### config.mk
export PLATFORM = sky130hd
export DESIGN_NAME = carry_select_adder
export DESIGN_NICKNAME = d
export VERILOG_FILES = /design/src/rtl/carry_select_adder.sv
export SDC_FILE = /design/constraint.sdc
export NUM_CORES = 1
export LEC_CHECK = 0
export ABC_AREA = 1
export CAP_MARGIN = 20
export CORE_AREA = 2 2 39 41
export DETAILED_ROUTE_END_ITERATION = 7
export DIE_AREA = 0 0 41 43
export GPL_TIMING_DRIVEN = 0
export SYNTH_ARGS = -nofsm -noshare
export SYNTH_HDL_FRONTEND = slang
export SYNTH_SLANG_ARGS = --single-unit
### constraint.sdc
create_clock -name clk -period 0.8 [get_ports clk]
set_input_delay 0.12 -clock clk [delete_from_list [all_inputs] [get_ports clk]]
set_output_delay 0.12 -clock clk [all_outputs]
set_load 0.02 [all_outputs]
### src/rtl/carry_select_adder.sv
// -----------------------------------------------------------------------------
// carry_select_adder
//   Registered WIDTH-bit carry-select adder built from BLOCK_W-bit segments.
//   Every segment computes two ripple-carry sums in parallel: one that assumes
//   an incoming carry equal to cin1, and one that assumes cin0. A select chain
//   then picks one result per segment. Segment 0 is selected by cin. Each later
//   segment is selected by the carry chosen for the segment below it. The sum
//   and the final carry are registered, so the stage has one cycle of latency.
//
// Parameters
//   WIDTH    operand / sum width; must be a multiple of BLOCK_W
//   BLOCK_W  segment width
//
// Ports
//   clk    in   1      rising-edge clock
//   rst_n  in   1      asynchronous active-low reset (clears sum and cout)
//   a      in   WIDTH  operand A, unsigned
//   b      in   WIDTH  operand B, unsigned
//   cin    in   1      select for segment 0 (1 -> cin1 result, 0 -> cin0 result)
//   cin1   in   1      carry assumed by every segment's "carry=1" precompute
//   cin0   in   1      carry assumed by every segment's "carry=0" precompute
//   sum    out  WIDTH  registered sum
//   cout   out  1      registered carry of the most significant segment
// -----------------------------------------------------------------------------
module carry_select_adder #(
    parameter int WIDTH   = 4,
    parameter int BLOCK_W = 4
) (
    input  logic             clk,
    input  logic             rst_n,
    input  logic [WIDTH-1:0] a,
    input  logic [WIDTH-1:0] b,
    input  logic             cin,
    input  logic             cin1,
    input  logic             cin0,
    output logic [WIDTH-1:0] sum,
    output logic             cout
);

    localparam int NSEG = WIDTH / BLOCK_W;

    // BLOCK_W-bit ripple-carry add. The result is {carry_out, sum}.
    function automatic logic [BLOCK_W:0] ripple_add(
        input logic [BLOCK_W-1:0] x,
        input logic [BLOCK_W-1:0] y,
        input logic               c
    );
        logic               carry_v;
        logic [BLOCK_W-1:0] s_v;
        carry_v = c;
        s_v     = {BLOCK_W{1'b0}};
        for (int i = 0; i < BLOCK_W; i++) begin
            s_v[i]  = x[i] ^ y[i] ^ carry_v;
            carry_v = (x[i] & y[i]) | (carry_v & (x[i] ^ y[i]));
        end
        return {carry_v, s_v};
    endfunction

    logic [BLOCK_W:0] res1_s [NSEG];
    logic [BLOCK_W:0] res0_s [NSEG];
    logic [BLOCK_W:0] chosen_s;
    logic             sel_s;
    logic [WIDTH-1:0] sum_d;
    logic             cout_d;
    logic [WIDTH-1:0] sum_q;
    logic             cout_q;

    // Both speculative results for each segment, formed in parallel ahead of the select chain
    for (genvar k = 0; k < NSEG; k++) begin : g_seg
        assign res1_s[k] = ripple_add(a[k*BLOCK_W +: BLOCK_W], b[k*BLOCK_W +: BLOCK_W], cin1);
        assign res0_s[k] = ripple_add(a[k*BLOCK_W +: BLOCK_W], b[k*BLOCK_W +: BLOCK_W], cin0);
    end

    // Select chain: the carry chosen for segment k-1 picks the result of segment k
    always_comb begin
        sum_d    = {WIDTH{1'b0}};
        chosen_s = {(BLOCK_W+1){1'b0}};
        sel_s    = cin;
        for (int k = 0; k < NSEG; k++) begin
            if (sel_s) begin
                chosen_s = res1_s[k];
            end else begin
                chosen_s = res0_s[k];
            end
            sum_d[k*BLOCK_W +: BLOCK_W] = chosen_s[BLOCK_W-1:0];
            sel_s                       = chosen_s[BLOCK_W];
        end
        cout_d = sel_s;
    end

    // Output register. Reset clears it at once and drops any in-flight result.
    always_ff @(posedge clk or negedge rst_n) begin
        if (!rst_n) begin
            sum_q  <= {WIDTH{1'b0}};
            cout_q <= 1'b0;
        end else begin
            sum_q  <= sum_d;
            cout_q <= cout_d;
        end
    end

    assign sum  = sum_q;
    assign cout = cout_q;

endmodule

==> impl_metrics.tcl, run 1 <==
set metrics [dict create \
    placed_cell_area_um2 475.5 \
    min_path_type "in -> async" \
    fmax_mhz 598.7 \
    htreeDepth 1 \
    synthesis.area_um2 257.7 \
    syn_nets 40 \
    io_buffers 17 \
    power-per-cell-area_mw_per_mm2 1735 \
    finalSetupViolCount 9 \
    num_rows 14 \
    timing.max_cap.violations 0 \
    total_power_mw 0.9184 \
    p_int_mw 0.6601 \
    cp_slowest_cell "fa_2" \
    ys_ff_latch 5 \
    cp_data_required_time_ns 0.98 \
    arrival_ns 1.85 \
    dieHeight_um 43 \
    track_usage 0.06795 \
    grt_max_degree 6 \
    path_class "in -> reg" \
    p_leak_nw 0.2702 \
    antenna_found_initial 0 \
    core_area_mm2 0.001384 \
    numCtsBuffers 3 \
    place.gp.congestion 0.6383 \
    seqCellArea_um2 125.1 \
    synthCells 23 \
    totalWireLength_um 500 \
    fill_cells 140 \
    grt_pass1_vias 211 \
    initial_utilization 0.1863 \
    crit_family "adder cells" \
    place_ws_ns -1.629 \
    final_core_util 0.3825 \
    multi_input_area_um2 123.9 \
    peakVddDrop_mv 0.4461 \
    hpwl_um 408.8 \
    vias 213 \
    final_layout_size_suffix_gt1_frac 0.5909 \
    cts_tree "built" \
    wire_per_inst_um 8.333 \
    ys_seq_area_frac 0.4854 \
    routed_via_density 3.550 \
    die_w_um 41 \
    io_pins 18 \
    finalNetCount 62 \
    cts_root_buffer "clkbuf_4" \
    tightest_slew_ns 0.2115 \
    clkPwrFrac 0.310 \
    cts_setup_buffers 0 \
    power_frac_seq 0.345 \
    hold_viol_final 0 \
    syn2layout_area_growth_pct 105.3 \
    cts_hold_buf 0 \
    diodes 0 \
    layout_commonest_cell "buf_6" \
    critPathMaxStageDelay_ns 0.42 \
    post-route-period-util 2.088 \
    synth_cell_types 4 \
    setup_slack_ns -0.8703 \
    finalCriticalPeriod_ns 1.670 \
    cts_sinks 5 \
    cts.clk_slew.worst_paths_ns 0.04 \
    grt-ovfl-total 0 \
    swShare 0.2813 \
    avgSynthCellArea_um2 11.21 \
    max-slew-margin-rel 0.8586 \
    crit_buf_inv 5 \
    worstPathCellList "buf_8 > nand2_4 > nand2_4 > fa_2 > inv_2 > fa_2 > inv_2 > fa_2 > inv_2 > fa_2 > inv_1" \
    first_pass_iters 1 \
    path_max_fanout 2 \
    p_switching_mw 0.2583 \
    violations "setup timing" \
    stdcell_area_um2 529.3 \
    worst_setup_path_start_kind "primary input" \
    rsz0062_at_grt "true" \
    first_iter_violations 0 \
    final_cell_mix "buf_6, inv_2, dfrtp_1, clkdlybuf4s50_1" \
    status "finished with violations" \
    hold_slack_ns 0.09463 \
    yosysWarnings 0 \
    antenna_left 0 \
    clockBufferDepth 2 \
    worstSetupEndpointType "flop" \
    drc 0 \
    power_frac_comb 0.345 \
    drv_slew 0 \
    grt_pass1_wl_um 745 \
    cp_common_cell "fa_2" \
    die_area_mm2 0.001763 \
]
area by class of cell:
cell class	instances	share of cell area
Clock buffer	4	0.04965
Inverter	11	0.09220
Timing Repair Buffer	17	0.3499
Tap cell	16	0.03783
Sequential cell	5	0.2364
Multi-Input combinational cell	7	0.2340
path summary, 6_finish.rpt:
check,cells past startpoint,startpoint,endpoint,slack (ns)
max,11,cin,sum[3],-0.87
min,1,rst_n,cout,0.09
max in group asynchronous,1,rst_n,sum[1],0.53
min in group clk,4,cin0,sum[0],0.28
stage by stage:
step	std cells	TNS (ns)
after floorplan	23	-2.496
final	60	-2.569
after global routing	60	-2.840
after global placement	56	-6.985
after detailed placement	56	-7.086
after CTS	60	-2.695
cells in the mapped netlist (all sizes together):
master  instances  share of area
fa              4           0.31
dfrtp           5           0.49
nand2           3          0.044
inv            11           0.16
routing by layer:
layer | GRT usage | wire length [um]
met5 | 0 | 0
met1 | 0.06645 | 132
met4 | 0.1000 | 14
met2 | 0.1000 | 317
met3 | 0 | 35
sequential cells by signal, indices dropped and copies added, names as in the netlist:
name	count
sum	4
cout	1
power by group through the flow:
stage / Clock [mW] / Combinational (mW) / Sequential, mW
2_1_floorplan: 0 / 0.0650 / 0.371
3_3_place_gp: 0 / 0.294 / 0.310
3_5_place_dp: 0 / 0.301 / 0.312
4_1_cts: 0.303 / 0.307 / 0.318
5_1_grt: 0.304 / 0.346 / 0.320
6_report: 0.285 / 0.317 / 0.317
cell families (layout without fill, tap and decap cells):
| kind of cell | count (synthesis) | in the layout | share of synthesized area |
|---|---|---|---|
| buffers and inverters | 11 | 32 | 0.1602 |
| DFF | 5 | 5 | 0.4854 |
| adders and majority gates | 4 | 4 | 0.3107 |
| and+or+nand+nor | 3 | 3 | 0.04369 |
what timing repair did:
| action | in CTS | in global routing |
|---|---|---|
| pin swaps | 6 | 7 |
| gates resized for setup | 53 | 7 |
| endpoints found under the hold margin | 0 | 0 |
| endpoints found under the setup margin | 10 | 9 |
Power figures use the tool's default switching activity.
==> run 2: changes to the inputs <==
- clock period: 0.8 -> 2 ns (I/O delays scaled with it)
==> run 2 against run 1 <==
The run now ends clean. Via count is 7.0% lower. Power is 63% lower. Non-clock buffer count stayed put. Die area stayed put. Sequential power is 61% lower. Count of clock-buffer cells in the layout stayed put. Clock power is 61% lower. Combinational power is 66% lower. Critical path type unchanged.
==> impl_metrics.tcl, run 2 (synthesized netlist as in run 1, its figures left out) <==
set metrics [dict create \
    tightest_slew_ns 0.2095 \
    final_core_util 0.3463 \
    p_leak_nw 0.2366 \
    htreeDepth 1 \
    vias 198 \
    place.gp.congestion 0.5970 \
    arrival_ns 2.09 \
    status "completed" \
    layout_commonest_cell "clkdlybuf4s50_1" \
    worst_setup_path_start_kind "primary input" \
    numCtsBuffers 3 \
    grt-ovfl-total 0 \
    crit_family "adder cells" \
    cts_sinks 5 \
    power-per-cell-area_mw_per_mm2 715.2 \
    worstPathCellList "dlygate4sd2_1 > nand2_1 > nand2_2 > fa_2 > inv_2 > fa_2 > inv_2 > fa_2 > inv_2 > fa_1 > inv_1" \
    die_w_um 41 \
    fill_cells 161 \
    totalWireLength_um 380 \
    cts.clk_slew.worst_paths_ns 0.04 \
    final_layout_size_suffix_gt1_frac 0.2273 \
    grt_max_degree 6 \
    cp_slowest_cell "fa_1" \
    initial_utilization 0.1863 \
    place_ws_ns -0.5276 \
    dieHeight_um 43 \
    num_rows 14 \
    seqCellArea_um2 125.1 \
    hold_viol_final 0 \
    fmax_mhz 521.5 \
    crit_buf_inv 5 \
    die_area_mm2 0.001763 \
    path_class "in -> reg" \
    final_cell_mix "clkdlybuf4s50_1, inv_1, dfrtp_1" \
    cts_hold_buf 0 \
    timing.max_cap.violations 0 \
    first_iter_violations 0 \
    diodes 0 \
    grt_pass1_vias 177 \
    drc 0 \
    min_path_type "in -> async" \
    io_pins 18 \
    track_usage 0.05781 \
    antenna_found_initial 0 \
    setup_slack_ns 0.08252 \
    post-route-period-util 0.9587 \
    finalNonFillerCells 60 \
    max-slew-margin-rel 0.8599 \
    wire_per_inst_um 6.333 \
    cts_root_buffer "clkbuf_4" \
    finalSetupViolCount 0 \
    io_buffers 17 \
    core_area_mm2 0.001384 \
    hold_slack_ns 0.2755 \
    clockBufferDepth 2 \
    largest_reg_flops 4 \
    finalCriticalPeriod_ns 1.917 \
    peakVddDrop_mv 0.1711 \
    grt_pass1_wl_um 579 \
    critPathMaxStageDelay_ns 0.40 \
    cp_data_required_time_ns 2.18 \
    multi_input_area_um2 101.3 \
    rsz0062_at_grt "false" \
    finalNetCount 62 \
    cts_tree "built" \
    syn2layout_area_growth_pct 85.92 \
    routed_via_density 3.300 \
    drv_slew 0 \
    first_pass_iters 1 \
    worstSetupEndpointType "flop" \
    antenna_left 0 \
    hpwl_um 356.8 \
    dp.cells 56 \
    path_max_fanout 1 \
]
-- run 2: changes by cell type in the layout (fill, tap and decap cells not counted), sizes merged --
cell / before / now
buf: 8 / 0
clkdlybuf4s50: 5 / 12
dlymetal6s2s: 1 / 0
dlygate4sd2: 2 / 4
-- run 2: repair_timing --
action | 4_1_cts | 5_1_grt
endpoints found under the hold margin | 0 | 0
endpoints found under the setup margin | 2 | 1
pin swaps | 7 | 5
setup buffers | 0 | 0
gates resized for setup | 13 | 0
-- run 2: path summary, 6_finish.rpt --
| check | startpoint | end | slack (ns) | depth (start not counted) |
|---|---|---|---|---|
| max | cin1 | sum[3] | 0.08 | 11 |
| min | rst_n | sum[0] | 0.28 | 1 |
| max in group asynchronous | rst_n | sum[3] | 1.55 | 1 |
| min in group clk | b[0] | sum[0] | 0.51 | 2 |
-- run 2: area by class of cell --
class	count	area share
clock buffer	4	0.05483
inverter	11	0.08616
multi-input combinational	7	0.2115
sequential	5	0.2611
tap	16	0.04178
timing repair buffer	17	0.3446
-- run 2: per-stage QoR --
stage	instance area [um2]	TNS, ns	total power [mW]
after global placement	447.9	-0.9120	0.2329
after floorplan	257.7	0	0.1685
final	479.2	0	0.3427
after detailed placement	447.9	-0.9776	0.2342
after CTS	479.2	0	0.3525
after global routing	479.2	0	0.3669
-- run 2: per-layer routing --
metal / routed length (um) / vias up / part of all wire / GRT usage
met5: 0 / - / 0 / 0
met4: 17 / 0 / 0.045 / 0.1200
met3: 42 / 2 / 0.11 / 0.005236
met2: 202 / 12 / 0.53 / 0.07500
met1: 117 / 85 / 0.31 / 0.04651
li1: - / 99 / - / -
-- run 2: report_power, final --
part / total, mW / internal (mW) / switching, mW
clock network: 0.112 / 0.0751 / 0.0365
logic: 0.108 / 0.0587 / 0.0496
registers: 0.123 / 0.119 / 0.00395
total: 0.343 / 0.253 / 0.0900
